--- config.mk ---
export PLATFORM = sky130hd
export DESIGN_NAME = stream_width_packer
export DESIGN_NICKNAME = d
export VERILOG_FILES = /design/src/rtl/stream_width_packer.sv
export SDC_FILE = /design/constraint.sdc
export NUM_CORES = 1
export LEC_CHECK = 0
export ABC_AREA = 1
export ABC_CLOCK_PERIOD_IN_PS = 1700
export CAP_MARGIN = 20
export CELL_PAD_IN_SITES_DETAIL_PLACEMENT = 1
export CELL_PAD_IN_SITES_GLOBAL_PLACEMENT = 1
export CORE_MARGIN = 4
export CORE_UTILIZATION = 35
export DETAILED_ROUTE_END_ITERATION = 8
export GPL_TIMING_DRIVEN = 0
export PLACE_DENSITY_LB_ADDON = 0.1
export RECOVER_POWER = 25
export SYNTH_ARGS = -nofsm -noshare
export SYNTH_HDL_FRONTEND = slang
export SYNTH_SLANG_ARGS = --single-unit
--- constraint.sdc ---
create_clock -name clk -period 1.7 [get_ports clk]
set_clock_uncertainty 0.2 [all_clocks]
set_input_delay 0.34 -clock clk [delete_from_list [all_inputs] [get_ports clk]]
set_output_delay 0.34 -clock clk [all_outputs]
set_load 0.1 [all_outputs]
--- src/rtl/stream_width_packer.sv ---
// stream_width_packer: narrow-to-wide stream packer.
// Collects RATIO beats of IN_W bits into one IN_W*RATIO-bit word and emits it
// on a registered valid/ready output with a per-lane keep mask. in_last closes
// a partial word early; MSB_FIRST selects whether the first beat fills the
// bottom or the top lane.
module stream_width_packer #(
  parameter int unsigned IN_W      = 32,
  parameter int unsigned RATIO     = 4,
  parameter bit          MSB_FIRST = 1'b0
) (
  input  logic                  clk,
  input  logic                  rst,
  input  logic [IN_W-1:0]       in_data,
  input  logic                  in_valid,
  input  logic                  in_last,
  output logic                  in_ready,
  output logic [IN_W*RATIO-1:0] out_data,
  output logic [RATIO-1:0]      out_keep,
  output logic                  out_last,
  output logic                  out_valid,
  input  logic                  out_ready
);

  localparam int unsigned OUT_W = IN_W * RATIO;
  localparam int unsigned CW    = $clog2(RATIO);
  localparam logic [CW-1:0] CNT_MAX = CW'(RATIO - 1);

  logic [CW-1:0]    cnt;
  logic [OUT_W-1:0] acc_data;
  logic [RATIO-1:0] acc_keep;

  logic             accept;
  logic             complete;
  int unsigned      lane;
  logic [OUT_W-1:0] merged_data;
  logic [RATIO-1:0] merged_keep;

  // Ready depends only on the output register, so a held word blocks input.
  assign in_ready = !out_valid || out_ready;
  assign accept   = in_valid && in_ready;
  assign complete = (cnt == CNT_MAX) || in_last;

  // Accumulator with the incoming beat dropped into its lane; feeds both the
  // accumulator (partial) and the output register (completing beat).
  always_comb begin
    lane        = MSB_FIRST ? (RATIO - 1 - 32'(cnt)) : 32'(cnt);
    merged_data = acc_data;
    merged_keep = acc_keep;
    for (int unsigned k = 0; k < RATIO; k++) begin
      if (k == lane) begin
        merged_data[k*IN_W +: IN_W] = in_data;
        merged_keep[k]              = 1'b1;
      end
    end
  end

  // Lane counter, accumulator and registered output word.
  always_ff @(posedge clk) begin
    if (rst) begin
      cnt       <= '0;
      acc_data  <= '0;
      acc_keep  <= '0;
      out_data  <= '0;
      out_keep  <= '0;
      out_last  <= 1'b0;
      out_valid <= 1'b0;
    end else begin
      if (out_valid && out_ready) begin
        out_valid <= 1'b0;
      end
      if (accept) begin
        if (complete) begin
          // Completing beat bypasses the accumulator; a same-cycle drain is
          // overridden here so out_valid stays high for back-to-back words.
          out_data  <= merged_data;
          out_keep  <= merged_keep;
          out_last  <= in_last;
          out_valid <= 1'b1;
          acc_data  <= '0;
          acc_keep  <= '0;
          cnt       <= '0;
        end else begin
          acc_data  <= merged_data;
          acc_keep  <= merged_keep;
          cnt       <= cnt + 1'b1;
        end
      end
    end
  end

endmodule

==> results of run 1 <==
## timing repair
action	CTS	global route
setup buffers	24	2
setup endpoints to repair	403	312
pin swaps	32	79
resized for setup	1355	461
cloned	9	24
## how the worst max path moves through the flow
stage	from	slack [ns]	end	cells after the start
2_1_floorplan	out_valid$_SDFF_PP0_	-0.03	out_last$_SDFFE_PP0P_	6
3_3_place_gp	in_last	-1.37	acc_data[110]$_SDFFE_PP0N_	7
3_5_place_dp	in_last	-1.46	acc_data[114]$_SDFFE_PP0N_	7
4_1_cts	out_valid$_SDFF_PP0_	-0.06	in_ready	2
5_1_grt	cnt[1]$_SDFFE_PP0N_	-0.17	out_data[114]$_SDFFE_PP0P_	7
6_report	cnt[0]$_SDFFE_PP0N_	-0.14	out_data[53]$_SDFFE_PP0P_	11
## metal layers
metal,global-route usage,up-vias,routed length (µm)
met3,0.0411,162,3540
met4,0.103,0,2900
met2,0.459,451,30900
met5,0,-,0
met1,0.337,7455,25200
li1,-,7410,-
## power breakdown
part	leakage [µW]	total [µW]	switching (µW)	internal (µW)
sequential	0.00220	6800	242	6560
clock	0.000573	7660	3030	4630
combinational	0.00711	5520	3670	1850
total	0.00988	20000	6940	13000
## metrics by stage
| step | hold slack [ns] | worst slack (ns) | cells | util |
|---|---|---|---|---|
| finish | 0.212 | -0.139 | 3141 | 0.549 |
| global route | 0.210 | -0.174 | 3141 | 0.549 |
| CTS | 0.187 | -0.0649 | 3115 | 0.496 |
| detailed placement | 0.224 | -1.46 | 3024 | 0.416 |
| global placement | 0.216 | -1.37 | 3024 | 0.416 |
| floorplan | 0.210 | -0.0265 | 2336 | - |
## cell type report
| cell class | instances | area share |
|---|---|---|
| well taps | 518 | 0.0306 |
| clock inverters | 13 | 0.00797 |
| inverters | 403 | 0.0728 |
| plain buffers | 144 | 0.0746 |
| diodes | 1 | 0.000118 |
| repair buffers | 229 | 0.162 |
| multi-input cells | 1519 | 0.351 |
| flip-flops and latches | 268 | 0.255 |
| clock buffers | 46 | 0.0461 |
## layout by cell type (no fill, tap or decap), drive strengths merged
cell,synthesis,routed
nand2,984,984
inv,403,403
dfxtp,268,268
buf,79,265
nor2,201,201
nand3,194,194
clkbuf,67,119
a21oi,104,104
clkdlybuf4s50,0,34
o21ai,32,32
clkinv,0,9
ha,4,4
bufinv,0,4
diode,0,1
dlygate4sd2,0,1
## worst max-delay path, cell delays in order, from the launching register on
cell     delay, ns
dfxtp_4       0.36
buf_6         0.12
ha_4          0.17
inv_4         0.06
buf_8         0.12
buf_12        0.14
buf_12        0.15
nand2_2       0.08
nand2_4       0.08
nand3_2       0.08
nand2_2       0.11
nor2_2        0.05
## flip-flops by register name, summed over array words and instances, names as in the netlist
name / count
cnt: 2
acc_keep: 4
out_keep: 4
out_last: 1
out_valid: 1
out_data: 128
acc_data: 128
## logic make-up after synthesis
group | after synthesis
simple gates | 1379
buf+inv | 549
flops | 268
compound gates | 136
fa+ha+maj | 4
==> qor.txt, run 1 <==
Post-synth top area share -> 0.393
Hold Startpoint -> in_last
Synth Area in Compound Gates -> 0.0506
Fmax achieved -> 544 MHz
Post-synth ARST share -> 0
R2R Path End -> out_data[53]$_SDFFE_PP0P_
Clock sink count -> 268
Post-route DRC -> 0
Synth Area in Simple Gates -> 0.397
Main combinational cell family by area after synthesis -> simple AND/OR/NAND/NOR gates
DP HPWL -> 40100 µm
DRT antenna net count -> 0
Initial antenna violation count -> 1
Filler Cells Inserted -> 4857
Hold-fix buffers, CTS -> 0
Final Max Slew Viols -> 0
Root Buffer Master -> clkbuf_16
Skew-Pair Late Insertion Delay -> 0.56 ns
Gp weighted congestion -> 0.862
CP max FO -> 5
Multi-input logic area -> 7440 µm²
TritonCTS clock tree -> done
Synth area leaders -> dfxtp_1 (39%), nand2_1 (27%), inv_1 (11%), nand3_1 (7.1%), nor2_1 (5.5%)
Ratio of final minimum period to clock period -> 1.08
Routed wire length -> 62500 µm
Die X -> 206 µm
Pleak -> 0.00988 µW
Reg2reg path depth -> 11
Critical Path AT -> 2.07 ns
Number of enable flip-flop cells after synthesis -> 0
Worst setup SP type -> register
Initial core utilization -> 0.354
WHS Path Cells -> 3
Total gr overflow -> 0
Cell Area, Placed -> 16100 µm²
Worst Path Required -> 1.93 ns
XOR/XNOR share of the synthesized area -> 0
Total of max-cap violations -> 0
Largest net degree at the start of global routing -> 13
Rows -> 72
#FFs+latches synth -> 268
Leading area contributor after synthesis -> dfxtp_1
Worst vdd ir -> 629 µV
Layout net count -> 2640
Synth Flop Type -> dfxtp_1
Final setup vio count -> 210
CP endpoint kind -> register
Register area share after synthesis -> 0.393
Cell area after layout -> 21200 µm²
FF-to-FF setup slack -> -0.14 ns
Fin. Hold Viols -> 0
Hold Path Sink -> out_last$_SDFFE_PP0P_
Sequential cell area -> 5410 µm²
Area Overhead vs Synth -> 55.2%
Routed vias -> 15478
PortBufs -> 170
Global Route Usage Sum -> 0.267
Share of layout cells above drive strength 1 -> 0.275
Post-Synthesis Cells -> 2336
Post-Synth Adder-Cell Area -> 0.00366
Slew HR -> 0.351
Overall Power -> 20000 µW
Final setup margin -> -0.139 ns
Routed WL per cell -> 19.9 µm
Most common cell in the netlist -> nand2_1
Setup tns final -> -8.89 ns
Pwr dens -> 942 nW/µm²
Mux share of post-synthesis cell area -> 0
Slew @ Worst Pin -> 0.973 ns
Clk buf depth -> 3
Clock-pin slew on the worst setup and hold paths -> 0.06 ns
Failing checks -> setup timing
DRT iter0 DRCs -> 818
Post-Syn Area -> 13700 µm²
# IOs -> 172
First-pass GRT wire length -> 87600 µm
Synth warn -> 0
Synth Net Count -> 2377
WS Path Type -> reg -> reg
Hold Crit Class -> in -> reg
Core area -> 38600 µm²
Vias in the first global route -> 15638
Post-layout min period -> 1.84 ns
Syn avg cell area -> 5.85 µm²
Drt pass-1 iters -> 5
Chip Height -> 206 µm
Via density -> 4.93
Num CTS Buffers -> 34
Commonest cells post-synth -> nand2_1 (984), inv_1 (399), dfxtp_1 (268), nor2_1 (201), nand3_1 (193)
CTS H-tree lvls -> 2
Unrepaired setup endpoints after global routing -> yes
Status -> finished with violations
Worst R2R Start -> cnt[0]$_SDFFE_PP0N_
DIE AREA -> 42300 µm²
Synth cell types -> 16
No activity file was read; power rests on OpenSTA's default activity.
==> run 2, diff against run 1 <==
Settings changed: ABC_CLOCK_PERIOD_IN_PS 1700 to 2100, CTS_CLUSTER_DIAMETER from default to 80.
Clock period 1.7 ns to 2.1 ns, I/O delays scaled along.
==> run 2 against run 1 <==
Effect of this change: hold slack improved by 0.018 ns; non-clock buffer count shrank 55; highest routed layer unchanged; cell area fell by 18%; via count is 5.8% lower; sequential power down 20%; setup slack improved by 0.17 ns; the flow now finishes without violations; critical path type is now reg -> out; combinational power decreased by 38%; power shrank 26%; routed wire length fell by 14%.
==> qor.txt, run 2 (synthesized netlist as in run 1, its figures left out) <==
Initial core utilization -> 0.354
First-pass GRT wire length -> 84400 µm
CP max stage cell -> clkdlybuf4s15_2
Buf/Inv on CP -> 1
Vias in the first global route -> 15158
Final setup vio count -> 0
Die X -> 206 µm
Via density -> 4.73
Share of layout cells above drive strength 1 -> 0.120
WS Path Type -> reg -> out
Total gr overflow -> 0
Global route hottest layer -> met2
Slew HR -> 0.478
Hold Crit Class -> reg -> reg
Setup tns final -> 0 ns
Filler Cells Inserted -> 5238
Unrepaired setup endpoints after global routing -> no
Rows -> 72
Core area -> 38600 µm²
Gp weighted congestion -> 0.867
Hold-fix buffers, CTS -> 0
Worst hold slack -> 0.229 ns
Cell area after layout -> 17400 µm²
Num CTS Buffers -> 34
DRT iter0 DRCs -> 948
DRT antenna net count -> 0
CP cell instances -> clkdlybuf4s15_2
Ratio of final minimum period to clock period -> 0.986
Status -> completed
Util after Layout -> 0.450
Skew-Pair Late Insertion Delay -> 0.55 ns
Final Max Slew Viols -> 0
Routed WL per cell -> 17.5 µm
CP endpoint kind -> primary output
Drt pass-1 iters -> 5
Total of max-cap violations -> 0
Top delay family on crit path -> buffers and inverters
FF-to-FF setup slack -> 0.09 ns
# IOs -> 172
TritonCTS clock tree -> done
M3 GR Usage -> 0.0402
Chip Height -> 206 µm
DIE AREA -> 42300 µm²
CTS H-tree lvls -> 2
Placed Cells -> 3024
R2R Path End -> acc_data[99]$_SDFFE_PP0N_
DP HPWL -> 40300 µm
Root Buffer Master -> clkbuf_16
Worst setup SP type -> register
Worst path depth -> 1
Pwr dens -> 850 nW/µm²
Cell Area, Placed -> 16000 µm²
Cell Count, Final, Fillers Out -> 3084
Clk buf depth -> 3
Post-route DRC -> 0
Fmax achieved -> 483 MHz
Global Route Usage Sum -> 0.255
Routed wire length -> 53900 µm
Slew @ Worst Pin -> 0.783 ns
Initial antenna violation count -> 0
Met2 Resource Use GR -> 0.434
Max incr delay on CP -> 0.57 ns
Grt met1 use -> 0.333
Worst R2R Start -> cnt[1]$_SDFFE_PP0N_
Clock sink count -> 268
Pleak -> 0.00851 µW
Layout net count -> 2585
Largest net degree at the start of global routing -> 13
Routed vias -> 14588
Crit path from -> out_data[64]$_SDFFE_PP0P_
PortBufs -> 170
Worst vdd ir -> 554 µV
Fin. Hold Viols -> 0
Clock-pin slew on the worst setup and hold paths -> 0.06 ns
Worst Setup EP -> out_data[64]
Area Overhead vs Synth -> 27.4%
CP max FO -> 2
Post-layout min period -> 2.07 ns
Ant. Diodes -> 0
Top flop regs -> acc_data (128), out_data (128)
Reg2reg path depth -> 7
Commonest cells after routing, fill and taps aside -> nand2_1 (981), inv_1 (399), dfxtp_1 (266), nor2_1 (201), nand3_1 (193)
Critical Path AT -> 1.45 ns
Commonest non-fill, non-tap cell in the layout -> nand2_1
Worst Path Required -> 1.48 ns
run 2: changes by cell type in the layout (fill, tap and decap cells not counted), moves of 34 or more:
cell             change
nor2_2              -50
clkdlybuf4s18_2     +35
buf_12              -65
nand3_2             -34
nand2_4             -43
a21oi_2             -47
nand2_1            +149
a21oi_1             +48
buf_8               -56
nand3_1             +40
nand2_2            -104
clkdlybuf4s15_2     +80
buf_6               -93
nor2_1              +52
run 2: cell type report:
type / count / area (µm²) / area share
Multi-Input combinational cell: 1519 / 6200 / 0.356
Inverter: 403 / 1510 / 0.0869
Tap cell: 518 / 648 / 0.0372
Clock inverter: 11 / 87.6 / 0.00503
Clock buffer: 47 / 1040 / 0.0599
Buffer: 145 / 796 / 0.0457
Sequential cell: 268 / 5370 / 0.308
Timing Repair Buffer: 173 / 1760 / 0.101
run 2: worst min path at each step:
stage | from | end | cells past startpoint
after floorplan | acc_data[100]$_SDFFE_PP0N_ | acc_data[100]$_SDFFE_PP0N_ | 2
after global placement | acc_data[106]$_SDFFE_PP0N_ | acc_data[106]$_SDFFE_PP0N_ | 2
after detailed placement | acc_data[120]$_SDFFE_PP0N_ | acc_data[120]$_SDFFE_PP0N_ | 2
after CTS | acc_data[120]$_SDFFE_PP0N_ | acc_data[120]$_SDFFE_PP0N_ | 2
after global routing | acc_data[120]$_SDFFE_PP0N_ | acc_data[120]$_SDFFE_PP0N_ | 2
final | acc_data[120]$_SDFFE_PP0N_ | acc_data[120]$_SDFFE_PP0N_ | 2
run 2: timing repair:
action | in CTS | in global routing
endpoints found under the setup margin | 403 | 287
gates resized for setup | 494 | 123
pin swaps | 1 | 0
setup buffers | 2 | 1
gates cloned | 0 | 0
run 2: stage by stage:
stage / total power [µW] / worst slack [ns]
after detailed placement: 8940 / -1.21
after global placement: 8880 / -1.16
final: 14800 / 0.0298
after floorplan: 7900 / 0.0250
after CTS: 14900 / 0.00120
after global routing: 15400 / 0.000156
run 2: power by group:
part           internal, µW  total [µW]  switching, µW
registers              5300        5440            133
logic                   777        3400           2620
clock network          3590        5960           2370
total                  9670       14800           5120
run 2: layer usage:
layer	part of all wire	routed length, µm
met4	0.028	1500
met3	0.060	3220
met2	0.48	25700
met5	0	0
met1	0.44	23500
